**src/rtl/between_link_arbiter.sv**
```systemverilog
// rtl/between_link_arbiter.sv - round-robin arbiter sharing one 4-phase byte link among NUM_REQ sources
// Optional handshake watchdog enabled by defining BETWEEN_TIMEOUT_EN.
module between_link_arbiter #(
  parameter int NUM_REQ        = 4,
  parameter int DATA_W         = 8,
  parameter int TIMEOUT_CYCLES = 255,
  localparam int IDW           = $clog2(NUM_REQ)
) (
  input  logic                      clk,
  input  logic                      rst_n,
  input  logic [NUM_REQ-1:0]        req,
  input  logic [NUM_REQ*DATA_W-1:0] req_data,
  output logic [NUM_REQ-1:0]        done,
  output logic                      busy,
  output logic [IDW-1:0]            grant_id,
  output logic [DATA_W-1:0]         link_data,
  output logic                      tsent,
  input  logic                      trecieve,
  output logic                      timeout_err
);

  typedef enum logic [1:0] {S_IDLE, S_SEND, S_RELEASE, S_DONE} state_t;

  state_t              state_q, state_d;
  logic [IDW-1:0]      rr_q, rr_d;
  logic [IDW-1:0]      grant_q, grant_d;
  logic [DATA_W-1:0]   data_q, data_d;
  logic                tsent_q, tsent_d;
  logic [NUM_REQ-1:0]  done_q, done_d;
  logic                terr_q, terr_d;
  logic                any_req;
  logic [IDW-1:0]      win;
  logic [IDW-1:0]      idx;
  logic [IDW-1:0]      next_id;
  logic                timeout_hit;

  // Scan downward in offset so the lowest offset from the pointer wins.
  always_comb begin
    any_req = |req;
    win     = '0;
    idx     = '0;
    for (int k = NUM_REQ - 1; k >= 0; k--) begin
      idx = IDW'((int'(rr_q) + k) % NUM_REQ);
      if (req[idx]) win = idx;
    end
  end

  assign next_id = (grant_q == IDW'(NUM_REQ - 1)) ? '0 : grant_q + 1'b1;

`ifdef BETWEEN_TIMEOUT_EN
  localparam int CW = $clog2(TIMEOUT_CYCLES + 1);
  logic [CW-1:0] cnt_q, cnt_d;

  // Reload on every entry to a waiting state, count down while waiting.
  always_comb begin
    cnt_d = cnt_q;
    if ((state_d != state_q) && (state_d == S_SEND || state_d == S_RELEASE))
      cnt_d = CW'(TIMEOUT_CYCLES);
    else if ((state_q == S_SEND || state_q == S_RELEASE) && cnt_q != '0)
      cnt_d = cnt_q - 1'b1;
  end

  always_ff @(posedge clk) begin
    if (!rst_n) cnt_q <= '0;
    else        cnt_q <= cnt_d;
  end

  assign timeout_hit = (cnt_q == '0);
`else
  assign timeout_hit = 1'b0;
`endif

  always_ff @(posedge clk) begin
    if (!rst_n) begin
      state_q <= S_IDLE;
      rr_q    <= '0;
      grant_q <= '0;
      data_q  <= '0;
      tsent_q <= 1'b0;
      done_q  <= '0;
      terr_q  <= 1'b0;
    end else begin
      state_q <= state_d;
      rr_q    <= rr_d;
      grant_q <= grant_d;
      data_q  <= data_d;
      tsent_q <= tsent_d;
      done_q  <= done_d;
      terr_q  <= terr_d;
    end
  end

  always_comb begin
    state_d = state_q;
    unique case (state_q)
      S_IDLE:    if (any_req) state_d = S_SEND;
      S_SEND:    if (trecieve) state_d = S_RELEASE;
                 else if (timeout_hit) state_d = S_IDLE;
      S_RELEASE: if (!trecieve) state_d = S_DONE;
                 else if (timeout_hit) state_d = S_IDLE;
      S_DONE:    state_d = S_IDLE;
      default:   state_d = S_IDLE;
    endcase
  end

  always_comb begin
    rr_d    = rr_q;
    grant_d = grant_q;
    data_d  = data_q;
    tsent_d = tsent_q;
    done_d  = '0;
    terr_d  = 1'b0;
    unique case (state_q)
      S_IDLE: begin
        if (any_req) begin
          grant_d = win;
          data_d  = req_data[int'(win)*DATA_W +: DATA_W];
          tsent_d = 1'b1;
        end
      end
      S_SEND, S_RELEASE: begin
        if (state_q == S_SEND && trecieve) begin
          tsent_d = 1'b0;
        end else if (state_d == S_IDLE) begin
          // Aborted handshake: skip past this source so a dead far side cannot starve others.
          tsent_d = 1'b0;
          terr_d  = 1'b1;
          rr_d    = next_id;
          data_d  = '0;
        end
      end
      S_DONE: begin
        done_d[grant_q] = 1'b1;
        rr_d            = next_id;
        data_d          = '0;
      end
      default: ;
    endcase
  end

  always_comb begin
    busy        = (state_q != S_IDLE);
    done        = done_q;
    grant_id    = grant_q;
    link_data   = data_q;
    tsent       = tsent_q;
    timeout_err = terr_q;
  end

endmodule
```
**config.mk**
```make
export PLATFORM = sky130hd
export DESIGN_NAME = between_link_arbiter
export DESIGN_NICKNAME = d
export VERILOG_FILES = /design/src/rtl/between_link_arbiter.sv
export SDC_FILE = /design/constraint.sdc
export NUM_CORES = 1
export LEC_CHECK = 0
export ABC_AREA = 1
export BUFFER_PORTS_ARGS = -buffer_cell sky130_fd_sc_hd__clkbuf_2
export CORE_MARGIN = 3
export CORE_UTILIZATION = 46
export CTS_CLUSTER_DIAMETER = 50
export DETAILED_ROUTE_END_ITERATION = 16
export PLACE_DENSITY = 0.77
export SLEW_MARGIN = 20
export SYNTH_ARGS = -nofsm -noshare
export SYNTH_HDL_FRONTEND = slang
export SYNTH_SLANG_ARGS = --single-unit
```
**constraint.sdc**
```tcl
create_clock -name clk -period 1.8 [get_ports clk]
set_clock_uncertainty 0.05 [all_clocks]
set_input_delay 0.09 -clock clk [delete_from_list [all_inputs] [get_ports clk]]
set_output_delay 0.09 -clock clk [all_outputs]
set_load 0.1 [all_outputs]
```
## Word level (Yosys, flattened, before mapping)

Index checks and enable logic that the tools add are counted.

- Output and inout bits: 17
- Register bits after elaboration: 20
- Bits of input ports: 39
- Word-level logic and storage cells: 74

- Add/subtract/negate cells: 4
- Mux-type cells: 31
- Eq/ne operators: 8
- Bitwise gates (word level): 2
- Shifts and indexed selects: 1
- Reductions and logical operators: 15
- $lt $le $gt $ge: 6

Operators with widths:

| cell | count |
|---|---|
| 32-bit by 6-bit indexed part select with 8-bit output | 1 |
| 8-bit two-way mux | 3 |
| 8-bit case mux with 3 select lines | 1 |
| 2-bit two-way mux | 10 |
| 2-bit by 3-bit less-than comparator with 1-bit output, second input constant | 5 |
| 1-bit two-way mux | 9 |
| 3-bit AND reduction | 3 |
| 1-bit binary-select mux with 2-bit select | 4 |
| 2-bit case mux with 4 select lines | 1 |
| 2-bit equality test, second input constant | 3 |
| 2-bit != test, second input constant | 3 |
| 2-bit nonzero test | 3 |
| 2-bit by 1-bit adder with 2-bit output, second input constant | 2 |
| 2-bit adder, second input constant | 2 |
| 2-bit zero test | 2 |
| 2-bit case mux with 2 select lines | 1 |
| 2-bit AND reduction | 2 |
| 4-bit OR reduction | 1 |
| 3-bit != test, second input constant | 1 |
| 3-bit OR reduction | 1 |
| 1-bit demux with 2-bit select | 1 |
| 2-bit by 1-bit equality test with 1-bit output, second input constant | 1 |
| 2-bit by 1-bit greater-or-equal comparator with 1-bit output, second input constant | 1 |
| 1-bit logical AND | 2 |
| other kinds (3) | 4 |

## Depth between registers and ports, before layout

Gate-level depths: netlist (run 1).

- Word-level depth: 10
- Mapped depth: 15
- Mapped depth without buffers: 13

## Worst setup path before layout (run 1)

No wires, ideal clock.

- Path kind: flip-flop to flip-flop
- Start point: reg state_q[0]
- End point: reg tsent_q (netlist: tsent)
- Stages on the path, launching flop included: 10
- Arrival time: 1.862 ns
- Buffers on the path: 0
- Slack: -0.182 ns
- Required time: 1.680 ns
- Clock period less this slack: 1.982 ns
- Library setup time: 0.070 ns
- Cell sequence: dfxtp_1 -> inv_1 -> ha_1 -> inv_1 -> nor2_1 -> inv_1 -> o21ai_0 -> o21ai_0 -> nand2_1 -> a21oi_1

- Word-level cells in the longest chain between the ends: 5
- Elaborated cells on any way between the ends: 17
- Classes of those cells: eq/ne: 5; mux: 6; reduce/logical: 6

Ends and longest elaborated chain:

| what | line | source |
|---|---|---|
| start, declared | 24 | `state_t state_q, state_d;` |
| start signal, assigned | 83 | `state_q <= state_d;` |
| 2-bit equality test (tied with other cells) | 95 | `unique case (state_q)` |
| 2-bit case mux with 4 select lines | 95 |  |
| 2-bit zero test | 124 | `end else if (state_d == S_IDLE) begin` |
| 3-bit != test (no line) | n/a |  |
| 3-bit AND reduction (no line) | n/a |  |
| end signal, assigned | 87 | `tsent_q <= tsent_d;` |
| end, declared | 28 | `logic tsent_q, tsent_d;` |

Several ways; a longest one is shown, not always the timed one.
A chain may end at the register's enable or synchronous reset.

## Worst setup path after layout (run 1)

- Start point: reg state_q[0]
- End point: reg data_q[2] (netlist: link_data[2])

- Word-level cells in the longest chain between the ends: 5
- Elaborated cells on any way between the ends: 16
- Classes of those cells: eq/ne: 6; mux: 5; reduce/logical: 5

Ends and longest elaborated chain:

| what | line | source |
|---|---|---|
| 2-bit equality test (tied with other cells) | 95, 113 |  |
| 2-bit case mux with 4 select lines | 95 |  |
| 2-bit zero test | 124 |  |
| 2-bit != test (no line) | n/a |  |
| 3-bit AND reduction (no line) | n/a |  |
| end signal, assigned | 86 | `data_q <= data_d;` |
| end, declared | 27 | `logic [DATA_W-1:0] data_q, data_d;` |

Several ways; a longest one is shown, not always the timed one.

==> flow_summary.ini, run 1 <==
[power]
combPwrFrac_pct = 62.7
power.static_leakage_nw = 1.19
peakVddDrop_mv = 0.671
netSwitchingPower_mw = 1.05
internal_power_mw = 0.954
clock_power_share_pct = 10.1
p_per_area_mw_per_mm2 = 916
swShare_pct = 52.3
p_total_mw = 2.00
power_frac_seq_pct = 27.2

[cts]
cts_root_buffer = clkbuf_4
insertion_delay_ns = 0.29
cts_made_buffers = 3
cts_sinks = 20
htreeDepth = 1
cts_buffer_depth = 2
path_clk_slew_ns = 0.10
cts_tree = done

[cells_and_area]
diodes = 0
layout-drive-gt1-share_pct = 44.4
final_area_mm2 = 0.00218
layout.nets = 363
stdcell_count = 359
area_delta_synth_final_pct = 31.9
final_util_pct = 64.4
n_fill_cell = 312

[die]
core_mm2 = 0.00339
pin_count = 56
initial_utilization_pct = 48.8
die_w_um = 66.0
die_area_mm2 = 0.00435
rows = 21
die_h_um = 66.0

[sta]
max_freq_mhz = 545
maxSlewViolCount = 0
period_share_pct = 102
worst_pin_slew_ns = 0.624
setup_viol = 2
relSlewSlack_pct = 58.3
grt_setup_unrepaired = yes
hold_ws_ns = 0.172
hold_violations = 0
timing.final.ws_setup_ns = -0.0346
setup_tns_ns = -0.0515
period_needed_ns = 1.83

[synthesis]
seq_area_frac_synth_pct = 24.2
syn_inst = 247
avgSynthCellArea_um2 = 6.70
yosys_warnings = 0
synth_area_mm2 = 0.00166
synth_seq_cells = 20
yosysUniqueCellTypes = 29
syn-num-nets = 295

[grt]
grt.overflow.total = 0
grt_pass1_wl_mm = 6.29
grt_max_degree = 18
antenna_found_initial = 0
grt_pass1_vias = 1465
track_usage_pct = 18.0

[route]
route.detailed.drc = 0
wire_per_inst_um = 10.5
via_per_inst = 4.64
first_iter_violations = 64
ant_nets = 0
vias = 1665
drt_first_pass_iters = 4
totalWireLength_mm = 3.77

[run_status]
violations = setup timing
status = complete, but fails checks

[worst_setup_path]
timing.critical_path.buf_inv = 2
slowest_delay_ns = 0.41
required_ns = 1.98
cp-end-kind = flop
critPathTopFamily = simple AND/OR/NAND/NOR gates
cpMaxStageDelayCell = dfxtp_4
crit_type = flop to flop
crit_chain = inv_6, ha_4, inv_4, a31oi_1, o21ai_1, nand2_2, nand2_4, nand3_4, nor2_4, nand2_1, a21oi_2
cp.arrival_ns = 2.01
cp_max_fo = 8
cp-start-kind = flop

[min_path]
min_path_type = input port to flop

[placement]
dp_hpwl_mm = 3.08
place_inst = 354
place_congestion = 0.822
dp_slack_ns = -0.0894
place_area_mm2 = 0.00205
io_buffer_count = 55

[run]
max_cap_viol_count = 0
power groups by stage:
stage	registers, mW	clock network [mW]	logic (mW)
after floorplan	0.863	0	0.671
after global placement	0.548	0	1.18
after detailed placement	0.550	0	1.20
after CTS	0.542	0.212	1.21
after global routing	0.550	0.225	1.36
final	0.544	0.202	1.25
flip-flops by register name, indices dropped and copies added, names as in the netlist:
name,cells
link_data,8
state_q,2
timeout_err,1
done,4
rr_q,2
grant_id,2
tsent,1
final timing paths:
kind                                             from                        end  slack, ns  cells past startpoint
worst max-delay path            state_q[0]$_SDFF_PN0_  link_data[2]$_SDFFE_PN0P_      -0.03                     11
worst min-delay path                     req_data[31]  link_data[7]$_SDFFE_PN0P_       0.17                      7
worst max register to register  state_q[0]$_SDFF_PN0_  link_data[2]$_SDFFE_PN0P_      -0.03                     11
worst min register to register     tsent$_SDFFE_PN0P_         tsent$_SDFFE_PN0P_       0.42                      2
synth_stat cells (all sizes together):
cell type | count | share of area [%]
buf | 5 | 3.6
a31oi | 1 | 0.38
and2 | 1 | 0.53
inv | 61 | 14
nor4 | 1 | 0.38
nand3 | 44 | 15
nor3b | 1 | 0.45
a21oi | 14 | 6.7
nand2 | 65 | 20
ha | 9 | 6.8
o21a | 1 | 0.45
nand4 | 1 | 0.38
dfxtp | 20 | 24
nor2 | 10 | 2.7
o21ai | 13 | 4.2
per-layer routing:
layer	wire length (um)	GRT usage, %
met5	0	0
met4	9	2.28
met3	276	4.93
met2	1760	30.2
met1	1730	23.6
worst min-delay path, cell delays in order:
cell      delay, ns
clkbuf_2       0.08
inv_1          0.04
nand2_1        0.05
nand3_1        0.06
nand2_1        0.07
nand2_2        0.06
a21oi_2        0.04
kinds of logic (layout without fill, tap and decap cells):
family / Yosys count / after routing / share of synthesized area (%)
AO/OA/AOI/OAI: 29 / 29 / 11.7
buffers and inverters: 66 / 132 / 17.7
adder cells (fa/ha/maj): 9 / 9 / 6.80
flip-flops: 20 / 20 / 24.2
AND/OR/NAND/NOR: 123 / 123 / 39.6
layout by cell type, fill, tap and decap left out, drive strengths merged:
master       Yosys  routed
a21oi           14      14
a31oi            1       1
and2             1       1
buf              5      13
clkbuf           0      57
clkinvlp         0       1
dfxtp           20      20
dlygate4sd3      0       1
ha               9       9
inv             61      60
nand2           65      65
nand3           44      44
nand4            1       1
nor2            10      10
nor3b            1       1
nor4             1       1
o21a             1       1
o21ai           13      13
timing repair:
| action | in CTS | in global routing |
|---|---|---|
| pin swaps | 2 | 12 |
| gates resized for setup | 7 | 29 |
| hold endpoints to repair | 1 | 0 |
| buffers inserted | 0 | 1 |
| setup endpoints to repair | 11 | 11 |
| hold buffers | 1 | 0 |
layout make-up:
class / count / area [um^2] / area share [%]
Multi-Input combinational cell: 161 / 1050 / 48.1
Clock buffer: 3 / 22.5 / 1.03
Timing Repair Buffer: 68 / 390 / 17.9
Sequential cell: 20 / 413 / 18.9
Inverter: 61 / 250 / 11.5
Tap cell: 46 / 57.6 / 2.64
(Power assumes the default switching activity.)
==> inputs of run 2 (changes only) <==
==> constraint.sdc (replaced) <==
create_clock -name clk -period 1.8 [get_ports clk]
set_clock_uncertainty 0.05 [all_clocks]
set_input_delay 0.18 -clock clk [delete_from_list [all_inputs] [get_ports clk]]
set_output_delay 0.18 -clock clk [all_outputs]
set_load 0.1 [all_outputs]
==> flow_summary.ini, run 2 (synthesized netlist as in run 1, its figures left out) <==
[cts]
cts_root_buffer = clkbuf_4
insertion_delay_ns = 0.31
cts_buffer_depth = 2
cts_tree = done
path_clk_slew_ns = 0.12
cts_made_buffers = 3
htreeDepth = 1
hold_buffers = 0
cts_sinks = 20

[sta]
grt_setup_unrepaired = yes
period_share_pct = 104
period_needed_ns = 1.87
maxSlewViolCount = 0
setup_viol = 8
timing.final.ws_setup_ns = -0.0684
hold_violations = 0
max_freq_mhz = 535
relSlewSlack_pct = 59.3
worst_pin_slew_ns = 0.610

[run]
max_cap_viol_count = 0

[grt]
grt_max_degree = 18
antenna_found_initial = 0
track_usage_pct = 18.6
grt_pass1_vias = 1566
grt_pass1_wl_mm = 6.51
grt.overflow.total = 0

[route]
vias = 1671
via_per_inst = 4.64
wire_per_inst_um = 10.7
first_iter_violations = 83
route.detailed.drc = 0
ant_nets = 0
drt_first_pass_iters = 4
totalWireLength_mm = 3.86

[placement]
io_buffer_count = 55
dp_slack_ns = -0.0842
place_inst = 354
dp_hpwl_mm = 3.12
place_area_mm2 = 0.00205
place_congestion = 0.821

[die]
die_w_um = 66.0
rows = 21
initial_utilization_pct = 48.8
die_area_mm2 = 0.00435
core_mm2 = 0.00339
die_h_um = 66.0
pin_count = 56

[power]
p_total_mw = 2.05
peakVddDrop_mv = 0.564
power.static_leakage_nw = 1.19
p_per_area_mw_per_mm2 = 948

[worst_setup_path]
cp_max_fo = 8
crit_start = state_q[1]$_SDFF_PN0_
cp.arrival_ns = 2.06
rr_worst_depth = 11
crit_end = link_data[5]$_SDFFE_PN0P_
cp-start-kind = flop
crit_type = flop to flop
rrSetupSlack_ns = -0.07
cp-end-kind = flop
required_ns = 1.99
r2r-end = link_data[5]$_SDFFE_PN0P_
timing.rr.start = state_q[1]$_SDFF_PN0_

[cells_and_area]
area_delta_synth_final_pct = 31.0
final_area_mm2 = 0.00217
largest_register_ffs = 8
layout.nets = 363
mostFrequentLayoutCell = clkbuf_2
diodes = 0
stdcell_count = 360
layout-drive-gt1-share_pct = 44.3
mostFrequentLayoutCells = 54 x clkbuf_2, 52 x inv_1, 39 x nand3_1, 36 x nand2_1, 26 x nand2_2

[run_status]
status = complete, but fails checks
violations = setup timing

[min_path]
min_path_type = input port to flop
[run 2: worst max-delay path: stages, from the launching register on]
cell     delay, ns
dfxtp_2       0.35
buf_4         0.14
ha_4          0.16
inv_4         0.05
a31oi_1       0.07
o21ai_1       0.18
nand2_1       0.10
nand2_2       0.12
nand3_4       0.09
nor2_4        0.27
nand2_1       0.11
a21oi_2       0.11
[run 2: per-layer routing]
layer	track usage, %	vias to the layer above	wire (um)
li1	-	894	-
met1	23.8	726	1760
met2	32.5	49	1840
met3	4.08	2	246
met4	2.54	0	14
met5	0	-	0
[run 2: worst min path at each step]
stage                     cells past startpoint  slack [ns]                    to                from
final                                         3        0.06  rr_q[1]$_SDFFE_PN0P_               rst_n
after global routing                          3        0.11  rr_q[1]$_SDFFE_PN0P_               rst_n
after CTS                                     3        0.06  rr_q[1]$_SDFFE_PN0P_               rst_n
after detailed placement                      3        0.40  rr_q[1]$_SDFFE_PN0P_               rst_n
after global placement                        2        0.41    tsent$_SDFFE_PN0P_  tsent$_SDFFE_PN0P_
after floorplan                               2        0.27  rr_q[1]$_SDFFE_PN0P_               rst_n
[run 2: per-stage QoR]
stage	setup TNS, ns	util, %	hold slack (ns)
floorplan	-0.0197	-	0.268
global placement	-0.121	60.4	0.408
detailed placement	-0.682	60.4	0.405
CTS	0	62.0	0.0621
global route	-1.48	64.0	0.105
finish	-0.403	64.0	0.0609
[run 2: final cells by class]
type | count | area (um^2)
Multi-Input combinational cell | 161 | 1030
Sequential cell | 20 | 410
Fill cell | 307 | 1220
Inverter | 61 | 243
Tap cell | 46 | 57.6
Timing Repair Buffer | 68 | 388
Clock buffer | 4 | 36.3
[run 2: power breakdown]
part	switching, mW	leakage [nW]	internal (mW)
Sequential	0.0434	0.166	0.500
Clock	0.145	0.0210	0.124
Combinational	0.871	1.01	0.371
Total	1.06	1.19	0.995
[run 2: repair_timing]
action                     CTS  global route
hold endpoints to repair     0             0
setup endpoints to repair   10            11
pin swaps                    1            12
setup buffers                0             2
gates resized for setup      7            21
==> inputs of run 3 (changes only) <==
ABC_AREA = default   (was 1)
CORE_UTILIZATION = 43   (was 46)
PLACE_DENSITY = 0.75   (was 0.77)
==> flow_summary.ini, run 3 <==
[run_status]
status = complete, but fails checks
violations = setup timing

[die]
initial_utilization_pct = 45.7
core_mm2 = 0.00308
pin_count = 56
die_area_mm2 = 0.00400
rows = 20
die_h_um = 63.2
die_w_um = 63.2

[cells_and_area]
mostFrequentLayoutCell = clkbuf_2
largest_register_ffs = 8
layout-drive-gt1-share_pct = 43.9
stdcell_count = 288
layout.nets = 293
mostFrequentLayoutCells = 54 x clkbuf_2, 20 x and3_1, 18 x o21ai_0, 18 x dfxtp_1, 18 x buf_4
diodes = 0
area_delta_synth_final_pct = 46.2

[synthesis]
synthTopCellsByArea = dfxtp_1 28%, and3_1 8.9%, a21boi_0 8.5%
async_flop_share_pct = 0
ys.flop_type = dfxtp_1
syn_inst = 172
yosys_warnings = 0
avgSynthCellArea_um2 = 8.18
synth_top_area_share_pct = 28.4
syn-num-nets = 220
synth-edff-count = 0
seq_area_frac_synth_pct = 28.4
synth_area_mm2 = 0.00141
yosysTopAreaCell = dfxtp_1
synth_seq_cells = 20
yosysUniqueCellTypes = 34
synthTopCellsByCount = 20 x and3_1, 20 x dfxtp_1, 18 x o21ai_0

[power]
p_total_mw = 1.65
power.static_leakage_nw = 0.961
netSwitchingPower_mw = 0.756
peakVddDrop_mv = 0.291
p_per_area_mw_per_mm2 = 804
swShare_pct = 45.7
combPwrFrac_pct = 51.9
clock_power_share_pct = 15.6
power_frac_seq_pct = 32.5
internal_power_mw = 0.899

[route]
via_per_inst = 5.23
route.detailed.drc = 0
first_iter_violations = 72
totalWireLength_mm = 3.89
wire_per_inst_um = 13.5
vias = 1506
drt_first_pass_iters = 4
ant_nets = 0

[grt]
grt.overflow.total = 0
grt_pass1_wl_mm = 6.43
grt_pass1_vias = 1423
grt_max_degree = 34
track_usage_pct = 19.3
antenna_found_initial = 0

[sta]
period_needed_ns = 1.84
setup_viol = 8
grt_setup_unrepaired = yes
maxSlewViolCount = 0
max_freq_mhz = 544
period_share_pct = 102
worst_pin_slew_ns = 0.546
timing.final.ws_setup_ns = -0.0396
hold_violations = 0
relSlewSlack_pct = 63.8

[worst_setup_path]
rrSetupSlack_ns = -0.04
cp_max_fo = 9
cp-start-kind = flop
required_ns = 1.94
cp-end-kind = flop
cp.arrival_ns = 1.98
crit_type = flop to flop
rr_worst_depth = 8

[cts]
insertion_delay_ns = 0.30
cts_buffer_depth = 2
cts_tree = done
path_clk_slew_ns = 0.11
cts_sinks = 20
htreeDepth = 1
cts_root_buffer = clkbuf_4
hold_buffers = 0
cts_made_buffers = 3

[placement]
place_congestion = 0.851
dp_hpwl_mm = 2.87
io_buffer_count = 55
place_inst = 282

[min_path]
min_path_type = input port to flop
hold_depth = 3

[run]
max_cap_viol_count = 0
## run 3: cell count changes after synthesis, moves of 9 or more
cell / change
a21boi_0: +16
and3_1: +20
inv_1: -51
nand2_1: -38
nand2_2: -17
nand3_1: -40
o21a_1: +9
o21ai_0: +9
o31ai_1: +9
## run 3: layer usage
metal  up-vias  routed length [um]  track usage (%)
met2        51                1950             33.7
li1        785                   -                -
met1       666                1670             24.3
met5         -                   0                0
met3         4                 235             3.03
met4         0                  33             5.66
## run 3: cell families after synthesis
logic type | Yosys count | synth area share [%]
AOI/OAI and AO/OA | 74 | 35.4
and+or+nand+nor | 49 | 20.9
DFF | 20 | 28.4
buffers and inverters | 17 | 5.07
adders and majority gates | 9 | 8.00
muxes | 3 | 2.22
## run 3: final cells by class
class                           instances  area (um^2)
Fill cell                             282         1020
Timing Repair Buffer                   77          497
Inverter                                8         40.0
Tap cell                               44         55.1
Clock buffer                            4         36.3
Multi-Input combinational cell        135         1030
Sequential cell                        20          403
## run 3: repair_timing
action | 4_1_cts | 5_1_grt
setup endpoints to repair | 12 | 13
buffers inserted | 1 | 1
resized for setup | 18 | 5
gates cloned | 0 | 0
pin swaps | 4 | 5
## run 3: worst paths after layout
| check | to | startpoint |
|---|---|---|
| setup / recovery | tsent$_SDFFE_PN0P_ | state_q[0]$_SDFF_PN0_ |
| hold / removal | grant_id[1]$_SDFFE_PN0P_ | rst_n |
| setup reg to reg | tsent$_SDFFE_PN0P_ | state_q[0]$_SDFF_PN0_ |
| hold reg to reg | rr_q[0]$_SDFFE_PN0P_ | rr_q[0]$_SDFFE_PN0P_ |
## run 3: worst max-delay path, stage by stage (launching register included)
cell and delay [ns]:
dfxtp_2 0.38, inv_4 0.06, ha_4 0.15, or3_4 0.39, o31ai_4 0.08, o2111a_2 0.29, buf_12 0.14, nand4b_1 0.12
a21oi_1 0.07
## run 3: metrics by stage
stage	hold WS, ns	area, um^2	util [%]	setup WS (ns)	TNS (ns)
finish	0.170	2060	66.9	-0.0396	-0.121
global route	0.208	2060	66.9	-0.148	-1.08
CTS	0.172	2030	65.9	-0.0348	-0.0952
detailed placement	0.432	1890	61.5	-0.196	-1.93
global placement	0.421	1890	61.5	-0.109	-1.00
floorplan	0.348	1420	-	0.000267	0
## run 3: power by group through the flow
| stage | combinational (mW) | sequential, mW | clock [mW] |
|---|---|---|---|
| floorplan | 0.299 | 0.818 | 0 |
| global placement | 0.779 | 0.541 | 0 |
| detailed placement | 0.786 | 0.541 | 0 |
| CTS | 0.836 | 0.536 | 0.255 |
| global route | 0.920 | 0.546 | 0.280 |
| finish | 0.859 | 0.538 | 0.258 |
